### src/rtl/bw_io_cmos2_pkg.sv
// Shared types, default parameters and sizing helpers for the CMOS2 pad controller.
package bw_io_cmos2_pkg;

  localparam int DW_DEF       = 8;
  localparam int BIT_CYC_DEF  = 16;
  localparam int TURN_CYC_DEF = 4;

  typedef enum logic [2:0] {
    ST_TURN     = 3'd0,
    ST_IDLE     = 3'd1,
    ST_TX       = 3'd2,
    ST_RX_START = 3'd3,
    ST_RX_DATA  = 3'd4,
    ST_RX_STOP  = 3'd5
  } state_e;

  // Bit index spans start bit, DW data bits and stop bit.
  function automatic int f_bit_w(input int dw);
    return $clog2(dw + 2);
  endfunction

  function automatic int f_half(input int bit_cyc);
    return bit_cyc / 2;
  endfunction

endpackage

### src/rtl/bw_io_cmos2_pad_ctl_if.sv
// Core/pad-side signal bundle for the CMOS2 pad controller; slave = controller, master = core + pad.
interface bw_io_cmos2_pad_ctl_if
  import bw_io_cmos2_pkg::*;
#(
  parameter int DW = DW_DEF
);
  logic          tx_valid;
  logic [DW-1:0] tx_data;
  logic          tx_ready;
  logic          rx_valid;
  logic [DW-1:0] rx_data;
  logic          rx_err;
  logic          pad_oe;
  logic          pad_data;
  logic          pad_in;

  modport master (
    output tx_valid, tx_data, pad_in,
    input  tx_ready, rx_valid, rx_data, rx_err, pad_oe, pad_data
  );

  modport slave (
    input  tx_valid, tx_data, pad_in,
    output tx_ready, rx_valid, rx_data, rx_err, pad_oe, pad_data
  );
endinterface

### src/rtl/bw_io_cmos2_rx_sync.sv
// pad_in synchronizer (2 flops, reset high) with falling-edge detect; 2-cycle latency, no backpressure.
// BW_IO_CMOS2_GLITCH_FILT_EN adds a 3-sample majority filter (+1 cycle) that hides 1-cycle pulses.
module bw_io_cmos2_rx_sync (
  input  logic rclk,
  input  logic arst_l,
  input  logic i_pad_in,
  output logic o_pin_s,
  output logic o_fall
);
  logic r_s1;
  logic r_s2;
  logic r_prev;
  logic w_pin;

  always_ff @(posedge rclk or negedge arst_l) begin
    if (!arst_l) begin
      r_s1   <= 1'b1;
      r_s2   <= 1'b1;
      r_prev <= 1'b1;
    end else begin
      r_s1   <= i_pad_in;
      r_s2   <= r_s1;
      r_prev <= w_pin;
    end
  end

`ifdef BW_IO_CMOS2_GLITCH_FILT_EN
  logic r_s3;
  logic r_s4;

  always_ff @(posedge rclk or negedge arst_l) begin
    if (!arst_l) begin
      r_s3 <= 1'b1;
      r_s4 <= 1'b1;
    end else begin
      r_s3 <= r_s2;
      r_s4 <= r_s3;
    end
  end

  assign w_pin = (r_s2 & r_s3) | (r_s2 & r_s4) | (r_s3 & r_s4);
`else
  assign w_pin = r_s2;
`endif

  assign o_pin_s = w_pin;
  assign o_fall  = r_prev & ~w_pin;
endmodule

### src/rtl/bw_io_cmos2_pad_ctl.sv
// Half-duplex UART-style controller for one CMOS2 pad: frames tx words, deframes pad_in; tx_ready only in IDLE.
// Frame = start, DW bits LSB first, stop; BIT_CYC cycles/bit; BW_IO_CMOS2_GLITCH_FILT_EN enables rx majority filter.
module bw_io_cmos2_pad_ctl
  import bw_io_cmos2_pkg::*;
#(
  parameter int DW       = DW_DEF,
  parameter int BIT_CYC  = BIT_CYC_DEF,
  parameter int TURN_CYC = TURN_CYC_DEF
) (
  input logic                  rclk,
  input logic                  arst_l,
  bw_io_cmos2_pad_ctl_if.slave io
);
  localparam int BW = f_bit_w(DW);
  localparam int CW = $clog2(BIT_CYC);
  localparam int TW = $clog2(TURN_CYC + 1);

  localparam logic [CW-1:0] LP_BIT_LAST  = CW'(BIT_CYC - 1);
  localparam logic [CW-1:0] LP_HALF_LAST = CW'(f_half(BIT_CYC) - 1);
  localparam logic [BW-1:0] LP_TX_STOP   = BW'(DW + 1);
  localparam logic [BW-1:0] LP_TX_LASTD  = BW'(DW);
  localparam logic [BW-1:0] LP_RX_LASTD  = BW'(DW - 1);
  localparam logic [TW-1:0] LP_TURN      = TW'(TURN_CYC);
  localparam logic [TW-1:0] LP_TURN_ONE  = TW'(1);

  state_e        r_state;
  logic [CW-1:0] r_cyc;
  logic [BW-1:0] r_bit;
  logic [TW-1:0] r_turn;
  logic [DW-1:0] r_shift;
  logic [DW-1:0] r_rx_data;
  logic          r_pad_oe;
  logic          r_pad_data;
  logic          r_rx_valid;
  logic          r_rx_err;

  logic          w_pin_s;
  logic          w_fall;
  logic          w_tx_ready;
  logic          w_cyc_done;

  bw_io_cmos2_rx_sync u_rx_sync (
    .rclk     (rclk),
    .arst_l   (arst_l),
    .i_pad_in (io.pad_in),
    .o_pin_s  (w_pin_s),
    .o_fall   (w_fall)
  );

  // An rx start edge wins over a pending tx word, so ready drops in that cycle.
  assign w_tx_ready = (r_state == ST_IDLE) && !w_fall;
  assign w_cyc_done = (r_cyc == '0);

  always_ff @(posedge rclk or negedge arst_l) begin
    if (!arst_l) begin
      r_state    <= ST_TURN;
      r_cyc      <= '0;
      r_bit      <= '0;
      r_turn     <= LP_TURN;
      r_shift    <= '0;
      r_rx_data  <= '0;
      r_pad_oe   <= 1'b0;
      r_pad_data <= 1'b1;
      r_rx_valid <= 1'b0;
      r_rx_err   <= 1'b0;
    end else begin
      r_rx_valid <= 1'b0;
      r_rx_err   <= 1'b0;
      case (r_state)
        ST_TURN: begin
          if (r_turn <= LP_TURN_ONE) r_state <= ST_IDLE;
          else                       r_turn  <= r_turn - 1'b1;
        end
        ST_IDLE: begin
          if (w_fall) begin
            r_state <= ST_RX_START;
            r_cyc   <= LP_HALF_LAST;
          end else if (io.tx_valid) begin
            r_state    <= ST_TX;
            r_shift    <= io.tx_data;
            r_pad_oe   <= 1'b1;
            r_pad_data <= 1'b0;
            r_cyc      <= LP_BIT_LAST;
            r_bit      <= '0;
          end
        end
        ST_TX: begin
          if (!w_cyc_done) begin
            r_cyc <= r_cyc - 1'b1;
          end else if (r_bit == LP_TX_STOP) begin
            r_pad_oe   <= 1'b0;
            r_pad_data <= 1'b1;
            r_state    <= ST_TURN;
            r_turn     <= LP_TURN;
          end else begin
            r_cyc      <= LP_BIT_LAST;
            r_bit      <= r_bit + 1'b1;
            r_pad_data <= (r_bit == LP_TX_LASTD) ? 1'b1 : r_shift[0];
            r_shift    <= r_shift >> 1;
          end
        end
        ST_RX_START: begin
          if (!w_cyc_done) begin
            r_cyc <= r_cyc - 1'b1;
          end else if (w_pin_s) begin
            r_state <= ST_IDLE;
          end else begin
            r_state <= ST_RX_DATA;
            r_cyc   <= LP_BIT_LAST;
            r_bit   <= '0;
          end
        end
        ST_RX_DATA: begin
          if (!w_cyc_done) begin
            r_cyc <= r_cyc - 1'b1;
          end else begin
            r_shift <= {w_pin_s, r_shift[DW-1:1]};
            r_cyc   <= LP_BIT_LAST;
            r_bit   <= r_bit + 1'b1;
            if (r_bit == LP_RX_LASTD) r_state <= ST_RX_STOP;
          end
        end
        ST_RX_STOP: begin
          if (!w_cyc_done) begin
            r_cyc <= r_cyc - 1'b1;
          end else begin
            if (w_pin_s) begin
              r_rx_data  <= r_shift;
              r_rx_valid <= 1'b1;
            end else begin
              r_rx_err <= 1'b1;
            end
            r_state <= ST_TURN;
            r_turn  <= LP_TURN;
          end
        end
        default: begin
          r_state <= ST_TURN;
          r_turn  <= LP_TURN;
        end
      endcase
    end
  end

  assign io.tx_ready = w_tx_ready;
  assign io.rx_valid = r_rx_valid;
  assign io.rx_data  = r_rx_data;
  assign io.rx_err   = r_rx_err;
  assign io.pad_oe   = r_pad_oe;
  assign io.pad_data = r_pad_data;
endmodule

### src/flat_wrapper.sv
// flat-port wrapper written by rule: the top's interface ports become plain ports
module bw_io_cmos2_pad_ctl_flat import bw_io_cmos2_pkg::*;
#(
  parameter int DW       = DW_DEF,
  parameter int BIT_CYC  = BIT_CYC_DEF,
  parameter int TURN_CYC = TURN_CYC_DEF
)
  (rclk, arst_l, io_tx_valid, io_tx_data, io_pad_in, io_tx_ready, io_rx_valid, io_rx_data, io_rx_err, io_pad_oe, io_pad_data);
  bw_io_cmos2_pad_ctl_if #(.DW(DW)) io_i ();
  input logic rclk;
  input logic arst_l;
  input wire logic [$bits(io_i.tx_valid)-1:0] io_tx_valid;
  input wire logic [$bits(io_i.tx_data)-1:0] io_tx_data;
  input wire logic [$bits(io_i.pad_in)-1:0] io_pad_in;
  output wire logic [$bits(io_i.tx_ready)-1:0] io_tx_ready;
  output wire logic [$bits(io_i.rx_valid)-1:0] io_rx_valid;
  output wire logic [$bits(io_i.rx_data)-1:0] io_rx_data;
  output wire logic [$bits(io_i.rx_err)-1:0] io_rx_err;
  output wire logic [$bits(io_i.pad_oe)-1:0] io_pad_oe;
  output wire logic [$bits(io_i.pad_data)-1:0] io_pad_data;
  assign io_i.tx_valid = io_tx_valid;
  assign io_i.tx_data = io_tx_data;
  assign io_i.pad_in = io_pad_in;
  assign io_tx_ready = io_i.tx_ready;
  assign io_rx_valid = io_i.rx_valid;
  assign io_rx_data = io_i.rx_data;
  assign io_rx_err = io_i.rx_err;
  assign io_pad_oe = io_i.pad_oe;
  assign io_pad_data = io_i.pad_data;
  bw_io_cmos2_pad_ctl #(.DW(DW), .BIT_CYC(BIT_CYC), .TURN_CYC(TURN_CYC)) u_core (.rclk(rclk), .arst_l(arst_l), .io(io_i));
endmodule
### config.mk
export PLATFORM = sky130hd
export DESIGN_NAME = bw_io_cmos2_pad_ctl_flat
export DESIGN_NICKNAME = d
export VERILOG_FILES = /design/src/rtl/bw_io_cmos2_pkg.sv /design/src/rtl/bw_io_cmos2_pad_ctl_if.sv /design/src/rtl/bw_io_cmos2_rx_sync.sv /design/src/rtl/bw_io_cmos2_pad_ctl.sv /design/src/flat_wrapper.sv
export SDC_FILE = /design/constraint.sdc
export NUM_CORES = 1
export LEC_CHECK = 0
export CAP_MARGIN = 20
export CORE_ASPECT_RATIO = 1.5
export CORE_MARGIN = 4
export CORE_UTILIZATION = 30
export DETAILED_ROUTE_END_ITERATION = 6
export PLACE_DENSITY_LB_ADDON = 0.08
export SETUP_SLACK_MARGIN = 0.15
export SYNTH_ARGS = -nofsm -noshare
export SYNTH_HDL_FRONTEND = slang
export SYNTH_SLANG_ARGS = --single-unit
### constraint.sdc
create_clock -name rclk -period 2.2 [get_ports rclk]
set_input_delay 0.66 -clock rclk [delete_from_list [all_inputs] [get_ports rclk]]
set_output_delay 0.66 -clock rclk [all_outputs]
set_load 0.01 [all_outputs]
After elaboration in Yosys (flattened, before gate mapping)
Index checks and enable logic that the tools add are counted.
{ "op_classes": {"bitwise_logic": 3, "shift": 0, "mux": 56, "n_reduce_logical": 17, "n_eq_ne": 24, "n_lt_le_gt_ge": 1, "addsub": 3, "n_div": 0, "n_mul": 0} }
{ "op_table": {"columns": ["op", "n"], "rows": [
  ["2-to-1 mux 4 bit", 15],
  ["2-to-1 mux 3 bit", 14],
  ["2-to-1 mux 8 bit", 5],
  ["one-hot mux 8 bit (3 select lines)", 1],
  ["one-hot mux 4 bit (5 select lines)", 1],
  ["one-hot mux 3 bit (6 select lines)", 1],
  ["one-hot mux 4 bit (4 select lines)", 1],
  ["AND reduction 8 bit", 2],
  ["2-to-1 mux 1 bit", 15],
  ["AND reduction 5 bit", 3],
  ["inequality test 2 x 1 -> 1 bit (second input constant)", 7],
  ["inequality test 2 bit (second input constant)", 6],
  ["one-hot mux 3 bit (4 select lines)", 1],
  ["equality test 4 bit (second input constant)", 2],
  ["equality test 3 x 2 -> 1 bit (second input constant)", 2],
  ["equality test 3 bit (second input constant)", 2],
  ["inequality test 3 bit (second input constant)", 2],
  ["AND reduction 6 bit", 1],
  ["nonzero test 5 bit", 1],
  ["adder 4 x 1 -> 4 bit (second input constant)", 1],
  ["equality test 4 x 3 -> 1 bit (second input constant)", 1],
  ["logical NOT 4 bit", 1],
  ["one-hot mux 1 bit (2 select lines)", 2],
  ["AND reduction 4 bit", 1],
  ["other kinds (15)", 16]
]} }
{ "totals": {"latchBits": 0, "rom_bits": 0, "elab_cells": 117, "ramBits": 0, "register_bits": 37, "memories": 0} }

Longest topological paths before layout
Gate-level depths: netlist of run 1.
{ "depth": {"depth_word": 5, "depth_mapped": 9, "depth_no_buf": 7} }

Hierarchy
A second synthesis of run 1 with hierarchy kept.
{ "hier_totals": {"cells_unflattened": 196, "area_unflattened_um2": 2112.0} }
{ "by_module_without_submodules": {"columns": ["mod", "instances", "seq_area_each_um2", "cells_per_inst", "area_each_um2"], "rows": [
  ["bw_io_cmos2_pad_ctl", 1, 853.3, 192, 2019.4],
  ["bw_io_cmos2_rx_sync", 1, 78.8, 4, 92.6]
]} }

Least setup slack after synthesis of run 1
OpenSTA, ideal clock, no wires.
{ "synth_path": {"path_kind": "register -> register", "from": "register u_core.r_cyc[0]", "to": "register u_core.r_state[0]", "t_arrival_ns": 1.786, "t_required_ns": 2.072, "period_less_slack_ns": 1.913, "path_buffers": 0, "stages_incl_launch_ff": 8, "setup_time_ns": 0.128, "slack_ns": 0.287, "path_cell_list": "dfrtp_1 > inv_1 > ha_1 > nor3b_4 > nand2_1 > a32o_1 > a221o_1 > mux2_1"} }
{ "synth_via": {"elab_chain_len": 3} }
{ "synth_rtl": {"columns": ["element", "line_no", "source"], "rows": [
  ["start: declaration", "bw_io_cmos2_pad_ctl.sv:27", "logic [CW-1:0] r_cyc;"],
  ["start signal: assignment", "bw_io_cmos2_pad_ctl.sv:89", "r_cyc <= r_cyc - 1'b1;"],
  ["start signal: assignment", "bw_io_cmos2_pad_ctl.sv:104", "r_cyc <= r_cyc - 1'b1;"],
  ["start signal: assignment", "bw_io_cmos2_pad_ctl.sv:115", "r_cyc <= r_cyc - 1'b1;"],
  ["logical NOT 4 bit *", "bw_io_cmos2_pad_ctl.sv:52", "assign w_cyc_done = (r_cyc == '0);"],
  ["inequality test 2 x 1 -> 1 bit (no source line)", null, null],
  ["AND reduction 8 bit (no source line) *", null, null],
  ["end signal: assignment", "bw_io_cmos2_pad_ctl.sv:56", "r_state <= ST_TURN;"],
  ["end signal: assignment", "bw_io_cmos2_pad_ctl.sv:71", "if (r_turn <= LP_TURN_ONE) r_state <= ST_IDLE;"],
  ["end signal: assignment", "bw_io_cmos2_pad_ctl.sv:76", "r_state <= ST_RX_START;"],
  ["end: declaration", "bw_io_cmos2_pad_ctl.sv:26", "state_e r_state;"]
]} }
Every way passes the cells marked *; elsewhere a longest branch is shown, timed or not.
A chain may end at the register's enable or synchronous reset.

Worst setup path after layout of run 1
{ "layout_path": {"from": "register u_core.r_pad_data, in the netlist u_core.io.pad_data", "to": "output port io_pad_data"} }
{ "layout_lines": {"columns": ["element", "line_no", "source"], "rows": [
  ["start: declaration", "bw_io_cmos2_pad_ctl.sv:33", "logic r_pad_data;"],
  ["start signal: assignment", "bw_io_cmos2_pad_ctl.sv:98", "r_pad_data <= (r_bit == LP_TX_LASTD) ? 1'b1 : r_shift[0];"],
  ["end: declaration", "flat_wrapper.sv:20", "output wire logic [$bits(io_i.pad_data)-1:0] io_pad_data;"]
]} }
No word-level cell between the ends.

==> results of run 1 <==
-- placed cells by master, fill, tap and decap left out, types with 5 or more instances in the layout --
master / count
inv_1: 10
ha_1: 5
dfstp_2: 5
nor2_1: 21
mux2i_1: 8
buf_4: 27
nand2_1: 43
o21ai_0: 9
clkbuf_8: 6
dfrtp_1: 32
nand3_1: 6
clkdlybuf4s50_1: 21
a21oi_1: 14
-- worst register-to-register path: cells and delay by family, from the launching register on --
family          cells  cell delay (ns)
simple gates        2             0.39
flops               1             0.40
fa+ha+maj           1             0.16
buf+inv             1             0.06
compound gates      2             0.53
mux                 1             0.31
-- worst paths after layout --
kind,start,depth (start not counted),to
worst max-delay path,u_core.io.pad_data$_DFFE_PN1P_,1,io_pad_data
min in group asynchronous,arst_l,2,u_core.r_bit[0]$_DFFE_PN0P_
worst min-delay path,u_core.u_rx_sync.r_s1$_DFF_PN1_,0,u_core.u_rx_sync.o_pin_s$_DFF_PN1_
max in group asynchronous,arst_l,2,u_core.u_rx_sync.r_prev$_DFF_PN1_
worst max register to register,u_core.r_cyc[0]$_DFFE_PN0P_,7,u_core.r_state[1]$_DFFE_PN0P_
worst min register to register,u_core.u_rx_sync.r_s1$_DFF_PN1_,0,u_core.u_rx_sync.o_pin_s$_DFF_PN1_
-- cell families after synthesis --
kind of cell	Yosys count	synth area share (%)
flops	37	42.7
mux	12	5.74
compound gates	57	17.6
buf+inv	24	5.91
fa+ha+maj	6	3.44
xor+xnor	2	0.803
simple gates	103	23.8
-- power by group through the flow --
| stage | registers, uW | logic [uW] | clock network [uW] |
|---|---|---|---|
| finish | 1060 | 1640 | 504 |
| global route | 1090 | 1840 | 556 |
| CTS | 1060 | 1590 | 527 |
| detailed placement | 1070 | 1580 | 0 |
| global placement | 1070 | 1590 | 0 |
| floorplan | 1050 | 1110 | 0 |
-- metal layers --
metal | up-vias | global-route usage (%)
met2 | 36 | 25.8
met5 | - | 0
met1 | 877 | 16.3
met4 | 0 | 5.58
li1 | 944 | -
met3 | 10 | 2.41
-- Yosys cell counts, drive strengths merged, types with 4 or more instances --
cell type	count	share of area [%]
nor3b	4	1.9
ha	6	3.4
nor2	22	3.9
o21ai	11	2.5
a21oi	14	3.2
nand3	6	1.4
mux2i	8	3.7
mux2	4	2.1
dfrtp	32	37
nor3	4	0.92
o211ai	5	2.0
nand2	44	7.6
buf	9	3.3
inv	10	1.7
dfstp	5	6.0
nor2b	4	1.3
-- final cells by class --
| class | instances | area share [%] |
|---|---|---|
| Clock inverter | 1 | 0.267 |
| Timing Repair Buffer | 53 | 16.2 |
| Multi-Input combinational cell | 180 | 41.4 |
| Tap cell | 97 | 4.32 |
| Sequential cell | 37 | 33.2 |
| Clock buffer | 7 | 3.07 |
| Inverter | 12 | 1.60 |
-- metrics by stage --
stage	setup WS [ns]	utilization (%)	instances	setup TNS, ns
detailed placement	-0.175	38.1	377	-1.62
floorplan	0.287	-	241	0
global placement	-0.152	38.1	377	-1.66
global route	0.116	40.2	387	0
finish	0.200	40.2	387	0
CTS	0.153	39.6	385	0
-- sequential cells by signal, summed over array words and instances, names as in the netlist, 3 cells and up --
name and count:
u_core.r_shift 8, u_core.r_cyc 4, u_core.r_turn 3, u_core.io.rx_data 8, u_core.r_bit 4, u_core.r_state 3
-- timing repair --
action                                  4_1_cts  5_1_grt
pin swaps                                     0        3
resized for setup                             5       10
setup buffers                                 0        2
hold buffers                                  0        0
endpoints found under the setup margin        4       16
gates cloned                                  0        0
==> results.sh, run 1 <==
export IMPL_clk_latency_ns=0.29
export IMPL_drc_errors=0
export IMPL_hold_slack_ns=0.359
export IMPL_report_final_slew_viol_count=0
export IMPL_cp_buffers_inverters=1
export IMPL_yosys_warnings=0
export IMPL_postSynthCellCount=241
export IMPL_die_area_mm2=0.00873
export IMPL_syn_area_per_cell_um2=9.05
export IMPL_n_fill_cell=737
export IMPL_total_power_uw=3210
export IMPL_vias=1867
export IMPL_antenna_cells=0
export IMPL_seqPwrFrac_pct=33.0
export IMPL_fin_area_mm2=0.00281
export IMPL_max_slew_margin_rel_pct=67.7
export IMPL_gp_congestion=0.835
export IMPL_clock_skew_ns=0.00635
export IMPL_leakage_uw=0.00125
export IMPL_ys_seq_elements=37
export IMPL_cp_top_family="flip-flops"
export IMPL_top_layer="met4"
export IMPL_dp_hpwl_um=4230
export IMPL_syn_nets=259
export IMPL_synth_area_mm2=0.00218
export IMPL_cts_clk_slew_worst_paths_ns=0.07
export IMPL_h_tree_depth=2
export IMPL_cellPowerDensity_mw_per_mm2=1140
export IMPL_worstPathRequired_ns=1.54
export IMPL_cts_buffer_depth=2
export IMPL_clockPowerShare_pct=15.7
export IMPL_setup_viol=0
export IMPL_hold_viol_final=0
export IMPL_syn2layout_area_growth_pct=28.9
export IMPL_rrSetupSlack_ns=0.23
export IMPL_arrival_ns=1.34
export IMPL_cts_sinks=37
export IMPL_synthFlopType="dfrtp_1"
export IMPL_drtIter0Drc=77
export IMPL_via_per_inst=4.82
export IMPL_power_switching_uw=1270
export IMPL_cp_start_kind="flip-flop"
export IMPL_wl_um=5640
export IMPL_met1_length_um=2320
export IMPL_max_stage_delay_ns=0.53
export IMPL_maxCapViolCount=0
export IMPL_cts_root_buf="clkbuf_8"
export IMPL_fin_nets=307
export IMPL_crit_path_max_fanout=2
export IMPL_synthArstFlopShare_pct=100
export IMPL_rsz0062_at_grt="yes"
export IMPL_status="completed"
export IMPL_grt_util_all_layers_pct=14.2
export IMPL_met2_length_um=3070
export IMPL_pin_count=25
export IMPL_std_cell_rows=37
export IMPL_yosysSeqAreaShare_pct=42.7
export IMPL_die_w_um=77.6
export IMPL_wl_met3_um=141
export IMPL_core_mm2=0.00699
export IMPL_port_buffers=24
export IMPL_start_util_pct=31.2
export IMPL_finalCritPeriodShare_pct=90.9
export IMPL_post_dp_cell_area_mm2=0.00266
export IMPL_cp_end_kind="output pin"
export IMPL_internal_power_uw=1940
export IMPL_ir_worst_vdd_mv=0.520
export IMPL_drive_above_1_share_pct=20.3
export IMPL_crit_chain="clkdlybuf4s50_1"
export IMPL_switching_share_pct=39.6
export IMPL_antenna_found_initial=0
export IMPL_wl_per_cell_um=14.6
export IMPL_antenna_left=0
export IMPL_die_height_um=112
export IMPL_tightest_slew_ns=0.484
export IMPL_synth_edf_count=0
export IMPL_p_comb_share_pct=51.3
export IMPL_min_period_ns=2.00
export IMPL_hp_class="flip-flop to flip-flop"
export IMPL_multiInputGateArea_mm2=0.00116
export IMPL_cts_tree="yes"
export IMPL_cts_buffers=5
export IMPL_grt_pass1_wl_um=9880
export IMPL_critPathSlowestCell="dfstp_2"
export IMPL_regArea_um2=932
export IMPL_grt_ovfl_total=0
export IMPL_fmax_ghz=0.500
export IMPL_netlist_cell_type_count=55
export IMPL_worstSetupPathType="flip-flop to output pin"
export IMPL_grt_max_degree=38
export IMPL_drt_pass1_iterations=4
export IMPL_grt_pass1_vias=2014
Power figures use the tool's default switching activity.
==> run 2, diff against run 1 <==
--- a/config.mk
+++ b/config.mk
@@ -8,7 +8,7 @@
 export CAP_MARGIN = 20
 export CORE_ASPECT_RATIO = 1.5
 export CORE_MARGIN = 4
-export CORE_UTILIZATION = 30
+export CORE_UTILIZATION = 35
 export DETAILED_ROUTE_END_ITERATION = 6
 export PLACE_DENSITY_LB_ADDON = 0.08
 export SETUP_SLACK_MARGIN = 0.15
==> run 2 against run 1 <==
Against the previous run:
- final area is 2.7% higher
- sequential power hardly changed
- via count is 4.3% higher
- highest routed layer unchanged
==> results.sh, run 2 (synthesis gave the netlist of run 1 again) <==
export IMPL_status="completed"
export IMPL_cts_sinks=37
export IMPL_drc_errors=0
export IMPL_h_tree_depth=2
export IMPL_fin_area_mm2=0.00289
export IMPL_grt_pass1_vias=1993
export IMPL_vias=1947
export IMPL_maxCapViolCount=0
export IMPL_mostFrequentLayoutCell="nand2_1"
export IMPL_fmax_ghz=0.500
export IMPL_drtIter0Drc=91
export IMPL_antenna_cells=0
export IMPL_ir_worst_vdd_mv=0.536
export IMPL_pre_cts_ws_ns=-0.230
export IMPL_grt_max_degree=38
export IMPL_grt_pass1_wl_um=9580
export IMPL_die_area_mm2=0.00758
export IMPL_path_depth=1
export IMPL_wl_per_cell_um=15.6
export IMPL_hp_class="primary input to asynchronous set/reset pin"
export IMPL_cts_buffers=5
export IMPL_worstPathRequired_ns=1.54
export IMPL_syn2layout_area_growth_pct=32.4
export IMPL_rr_startpoint="u_core.r_cyc[1]$_DFFE_PN0P_"
export IMPL_gp_congestion=0.796
export IMPL_max_stage_delay_ns=0.53
export IMPL_rrSetupSlack_ns=0.22
export IMPL_finalCritPeriodShare_pct=90.9
export IMPL_max_slew_margin_rel_pct=74.0
export IMPL_dp_hpwl_um=4210
export IMPL_report_final_slew_viol_count=0
export IMPL_n_fill_cell=594
export IMPL_finalWorstSetupSlack_ns=0.199
export IMPL_min_period_ns=2.00
export IMPL_post_dp_cell_area_mm2=0.00265
export IMPL_crit_path_max_fanout=2
export IMPL_crit_chain="clkdlybuf4s50_1"
export IMPL_antenna_left=0
export IMPL_via_per_inst=5.29
export IMPL_multiInputGateArea_mm2=0.00120
export IMPL_grt_ovfl_total=0
export IMPL_core_mm2=0.00609
export IMPL_cp_top_family="flip-flops"
export IMPL_cts_tree="yes"
export IMPL_drive_above_1_share_pct=23.8
export IMPL_regArea_um2=932
export IMPL_die_height_um=105
export IMPL_critPathSlowestCell="dfstp_2"
export IMPL_total_power_uw=3440
export IMPL_cp_buffers_inverters=1
export IMPL_wl_um=5740
export IMPL_port_buffers=24
export IMPL_hold_viol_final=0
export IMPL_fin_nets=311
export IMPL_setup_viol=0
export IMPL_pin_count=25
export IMPL_tightest_slew_ns=0.388
export IMPL_mostFrequentLayoutCells="nand2_1, dfrtp_1, buf_4"
export IMPL_leakage_uw=0.00129
export IMPL_start_util_pct=35.8
export IMPL_rsz0062_at_grt="no"
export IMPL_antenna_found_initial=0
export IMPL_std_cell_rows=35
export IMPL_reg2reg_to="u_core.r_state[0]$_DFFE_PN0P_"
export IMPL_worstSetupPathType="flip-flop to output pin"
export IMPL_drt_pass1_iterations=4
export IMPL_hold_slack_ns=0.322
export IMPL_cts_clk_slew_worst_paths_ns=0.08
export IMPL_cp_end_kind="output pin"
export IMPL_cp_start_kind="flip-flop"
export IMPL_cellPowerDensity_mw_per_mm2=1190
export IMPL_clock_skew_ns=0.00348
export IMPL_clk_latency_ns=0.29
export IMPL_ff2ff_path_depth=7
export IMPL_die_w_um=72.5
export IMPL_cts_root_buf="clkbuf_8"
export IMPL_grt_util_all_layers_pct=16.0
export IMPL_arrival_ns=1.34
export IMPL_cts_buffer_depth=2
==> run 2: timing repair <==
item                                    in CTS  in global routing
pin swaps                                    1                  6
gates resized for setup                      8                 14
buffers inserted                             2                  4
endpoints found under the setup margin      12                 13
hold buffers                                 0                  0
==> run 2: worst max-delay path by stage <==
stage / slack, ns / to / from
final: 0.20 / io_pad_data / u_core.io.pad_data$_DFFE_PN1P_
after global placement: -0.23 / u_core.r_shift[5]$_DFFE_PN0P_ / io_tx_valid
after CTS: 0.1 / io_tx_ready / u_core.u_rx_sync.o_pin_s$_DFF_PN1_
after detailed placement: -0.23 / u_core.r_shift[1]$_DFFE_PN0P_ / io_tx_valid
after floorplan: 0.29 / u_core.r_state[0]$_DFFE_PN0P_ / u_core.r_cyc[0]$_DFFE_PN0P_
after global routing: 0.14 / u_core.r_state[0]$_DFFE_PN0P_ / u_core.r_cyc[1]$_DFFE_PN0P_
==> run 2: layout make-up <==
type / count / area share [%]
Multi-Input combinational cell: 180 / 41.6
Sequential cell: 37 / 32.3
Timing Repair Buffer: 57 / 17.2
Tap cell: 74 / 3.21
Clock buffer: 6 / 2.86
Inverter: 12 / 1.56
Clock inverter: 2 / 1.30
==> run 2: metal layers <==
layer,global-route usage (%),share of wire (%),wire length [um]
met1,19.1,41,2350
met2,27.6,54,3100
met3,2.79,2.4,140
met4,6.73,2.6,148
met5,0,0,0
==> run 2: power breakdown <==
part           switching (uW)  leakage [uW]  total, uW  internal (uW)
sequential                190      0.000444       1080            892
combinational             884      0.000790       1730            847
clock                     258     0.0000574        627            369
total                    1330       0.00129       3440           2110
==> run 2: metrics by stage <==
step	utilization, %	cells	TNS [ns]
floorplan	-	241	0
global placement	43.5	354	-2.40
detailed placement	43.5	354	-2.46
CTS	46.1	364	0
global route	47.4	368	0
finish	47.4	368	0
==> run 3, diff against run 2 <==
--- a/config.mk
+++ b/config.mk
@@ -10,6 +10,7 @@
 export CORE_MARGIN = 4
 export CORE_UTILIZATION = 35
 export DETAILED_ROUTE_END_ITERATION = 6
+export DONT_BUFFER_PORTS = 1
 export PLACE_DENSITY_LB_ADDON = 0.08
 export SETUP_SLACK_MARGIN = 0.15
 export SYNTH_ARGS = -nofsm -noshare
==> run 3 against run 2 <==
Against the previous run:
- count of clock-buffer cells in the layout unchanged
- worst hold slack worse by 0.27 ns
- combinational power down 9%
- highest routed layer unchanged
- largest cell class unchanged
- fmax down 0.71%
==> results.sh, run 3 (synthesis gave the netlist of run 1 again) <==
export IMPL_status="completed"
export IMPL_dp_hpwl_um=4150
export IMPL_via_per_inst=5.35
export IMPL_tightest_slew_ns=0.388
export IMPL_grt_max_degree=38
export IMPL_power_switching_uw=1310
export IMPL_dpl_cell_count=322
export IMPL_max_stage_delay_ns=0.44
export IMPL_fmax_ghz=0.496
export IMPL_arrival_ns=2.19
export IMPL_antenna_left=0
export IMPL_seqPwrFrac_pct=33.5
export IMPL_std_cell_rows=35
export IMPL_port_buffers=0
export IMPL_cp_top_family="compound AO/OA/AOI/OAI gates"
export IMPL_cts_buffers=5
export IMPL_antenna_cells=0
export IMPL_internal_power_uw=2010
export IMPL_die_height_um=105
export IMPL_die_w_um=72.5
export IMPL_crit_chain="inv_2 > ha_1 > and3b_2 > nand2_1 > a32o_1 > a221o_1 > mux2_1"
export IMPL_fin_nets=286
export IMPL_gp_congestion=0.828
export IMPL_worstPathRequired_ns=2.37
export IMPL_n_fill_cell=625
export IMPL_grt_pass1_wl_um=9300
export IMPL_h_tree_depth=2
export IMPL_hp_class="primary input to asynchronous set/reset pin"
export IMPL_regArea_um2=935
export IMPL_fin_tns_setup_ns=0
export IMPL_finalWorstSetupSlack_ns=0.185
export IMPL_ir_worst_vdd_mv=0.650
export IMPL_cp_buffers_inverters=1
export IMPL_total_power_uw=3310
export IMPL_clock_skew_ns=0.00469
export IMPL_report_final_slew_viol_count=0
export IMPL_cts_hold_buffers=0
export IMPL_cts_buffer_depth=2
export IMPL_drtIter0Drc=79
export IMPL_drive_above_1_share_pct=23.4
export IMPL_rsz0062_at_grt="yes"
export IMPL_drt_pass1_iterations=4
export IMPL_clockPowerShare_pct=19.0
export IMPL_mostFrequentLayoutCells="nand2_1, dfrtp_1, buf_4"
export IMPL_vias=1834
export IMPL_pre_cts_ws_ns=0.106
export IMPL_cts_root_buf="clkbuf_8"
export IMPL_cellPowerDensity_mw_per_mm2=1270
export IMPL_cp_start_kind="flip-flop"
export IMPL_max_slew_margin_rel_pct=73.9
export IMPL_cts_tree="yes"
export IMPL_switching_share_pct=39.4
export IMPL_wl_um=5660
export IMPL_cts_sinks=37
export IMPL_start_util_pct=35.8
export IMPL_mostFrequentLayoutCell="nand2_1"
export IMPL_grt_pass1_vias=1810
export IMPL_grt_util_all_layers_pct=15.7
export IMPL_hold_viol_final=0
export IMPL_instances_no_fill=343
export IMPL_fin_area_mm2=0.00262
export IMPL_die_area_mm2=0.00758
export IMPL_grt_ovfl_total=0
export IMPL_finalCritPeriodShare_pct=91.6
export IMPL_setup_viol=0
export IMPL_crit_path_max_fanout=5
export IMPL_multiInputGateArea_mm2=0.00116
export IMPL_post_dp_cell_area_mm2=0.00235
export IMPL_pin_count=25
export IMPL_p_comb_share_pct=47.5
export IMPL_maxCapViolCount=0
export IMPL_clk_latency_ns=0.29
export IMPL_cp_end_kind="flip-flop"
export IMPL_critPathSlowestCell="dfrtp_1"
export IMPL_syn2layout_area_growth_pct=20.0
export IMPL_min_period_ns=2.02
export IMPL_core_mm2=0.00609
export IMPL_wl_per_cell_um=16.5
export IMPL_antenna_found_initial=0
export IMPL_drc_errors=0
export IMPL_cts_clk_slew_worst_paths_ns=0.08
export IMPL_leakage_uw=0.00119
export IMPL_worstSetupPathType="flip-flop to flip-flop"
## run 3: changes by cell type in the layout (fill, tap and decap cells not counted), moves of 2 or more
cell	change
nor3_1	+2
dfrtp_1	-2
buf_4	-2
dfrtp_2	+2
nor3_2	-2
clkdlybuf4s50_1	-21
## run 3: per-stage QoR
step	hold WS (ns)	util [%]
final	0.0514	43.0
after global placement	0.347	38.6
after global routing	0.0359	43.0
after detailed placement	0.349	38.6
after CTS	0.0503	40.9
after floorplan	0.345	-
## run 3: worst paths after layout
kind	from	to	slack, ns	cells after the start
min in group rclk	u_core.u_rx_sync.r_s1$_DFF_PN1_	u_core.u_rx_sync.o_pin_s$_DFF_PN1_	0.36	0
worst max-delay path	u_core.r_bit[1]$_DFFE_PN0P_	u_core.r_state[1]$_DFFE_PN0P_	0.18	7
max in group asynchronous	arst_l	u_core.u_rx_sync.r_s1$_DFF_PN1_	1.97	0
worst min register to register	u_core.u_rx_sync.r_s1$_DFF_PN1_	u_core.u_rx_sync.o_pin_s$_DFF_PN1_	0.36	0
worst max register to register	u_core.r_bit[1]$_DFFE_PN0P_	u_core.r_state[1]$_DFFE_PN0P_	0.18	7
worst min-delay path	arst_l	u_core.r_cyc[1]$_DFFE_PN0P_	0.05	0
## run 3: power groups by stage
stage / combinational (uW) / sequential [uW] / clock [uW]
floorplan: 1110 / 1050 / 0
global placement: 1410 / 1130 / 0
detailed placement: 1420 / 1120 / 0
CTS: 1430 / 1110 / 644
global route: 1750 / 1140 / 679
finish: 1570 / 1110 / 631
## run 3: final cells by class
type                            count  area share, %
Inverter                           12           1.86
Clock buffer                        6           3.15
Tap cell                           74           3.54
Timing Repair Buffer               32           9.85
Multi-Input combinational cell    180           44.5
Clock inverter                      2           1.43
Sequential cell                    37           35.7
## run 3: what timing repair did
| action | CTS | global route |
|---|---|---|
| endpoints found under the setup margin | 11 | 14 |
| endpoints found under the hold margin | 0 | 0 |
| resized for setup | 4 | 11 |
| setup buffers | 1 | 11 |
| pin swaps | 0 | 1 |
| cloned | 0 | 1 |
## run 3: layer usage
metal / GRT usage [%] / up-vias / wire length (um)
li1: - / 904 / -
met1: 18.0 / 888 / 2240
met2: 28.9 / 35 / 3110
met3: 2.89 / 7 / 213
met4: 4.62 / 0 / 95
met5: 0 / - / 0
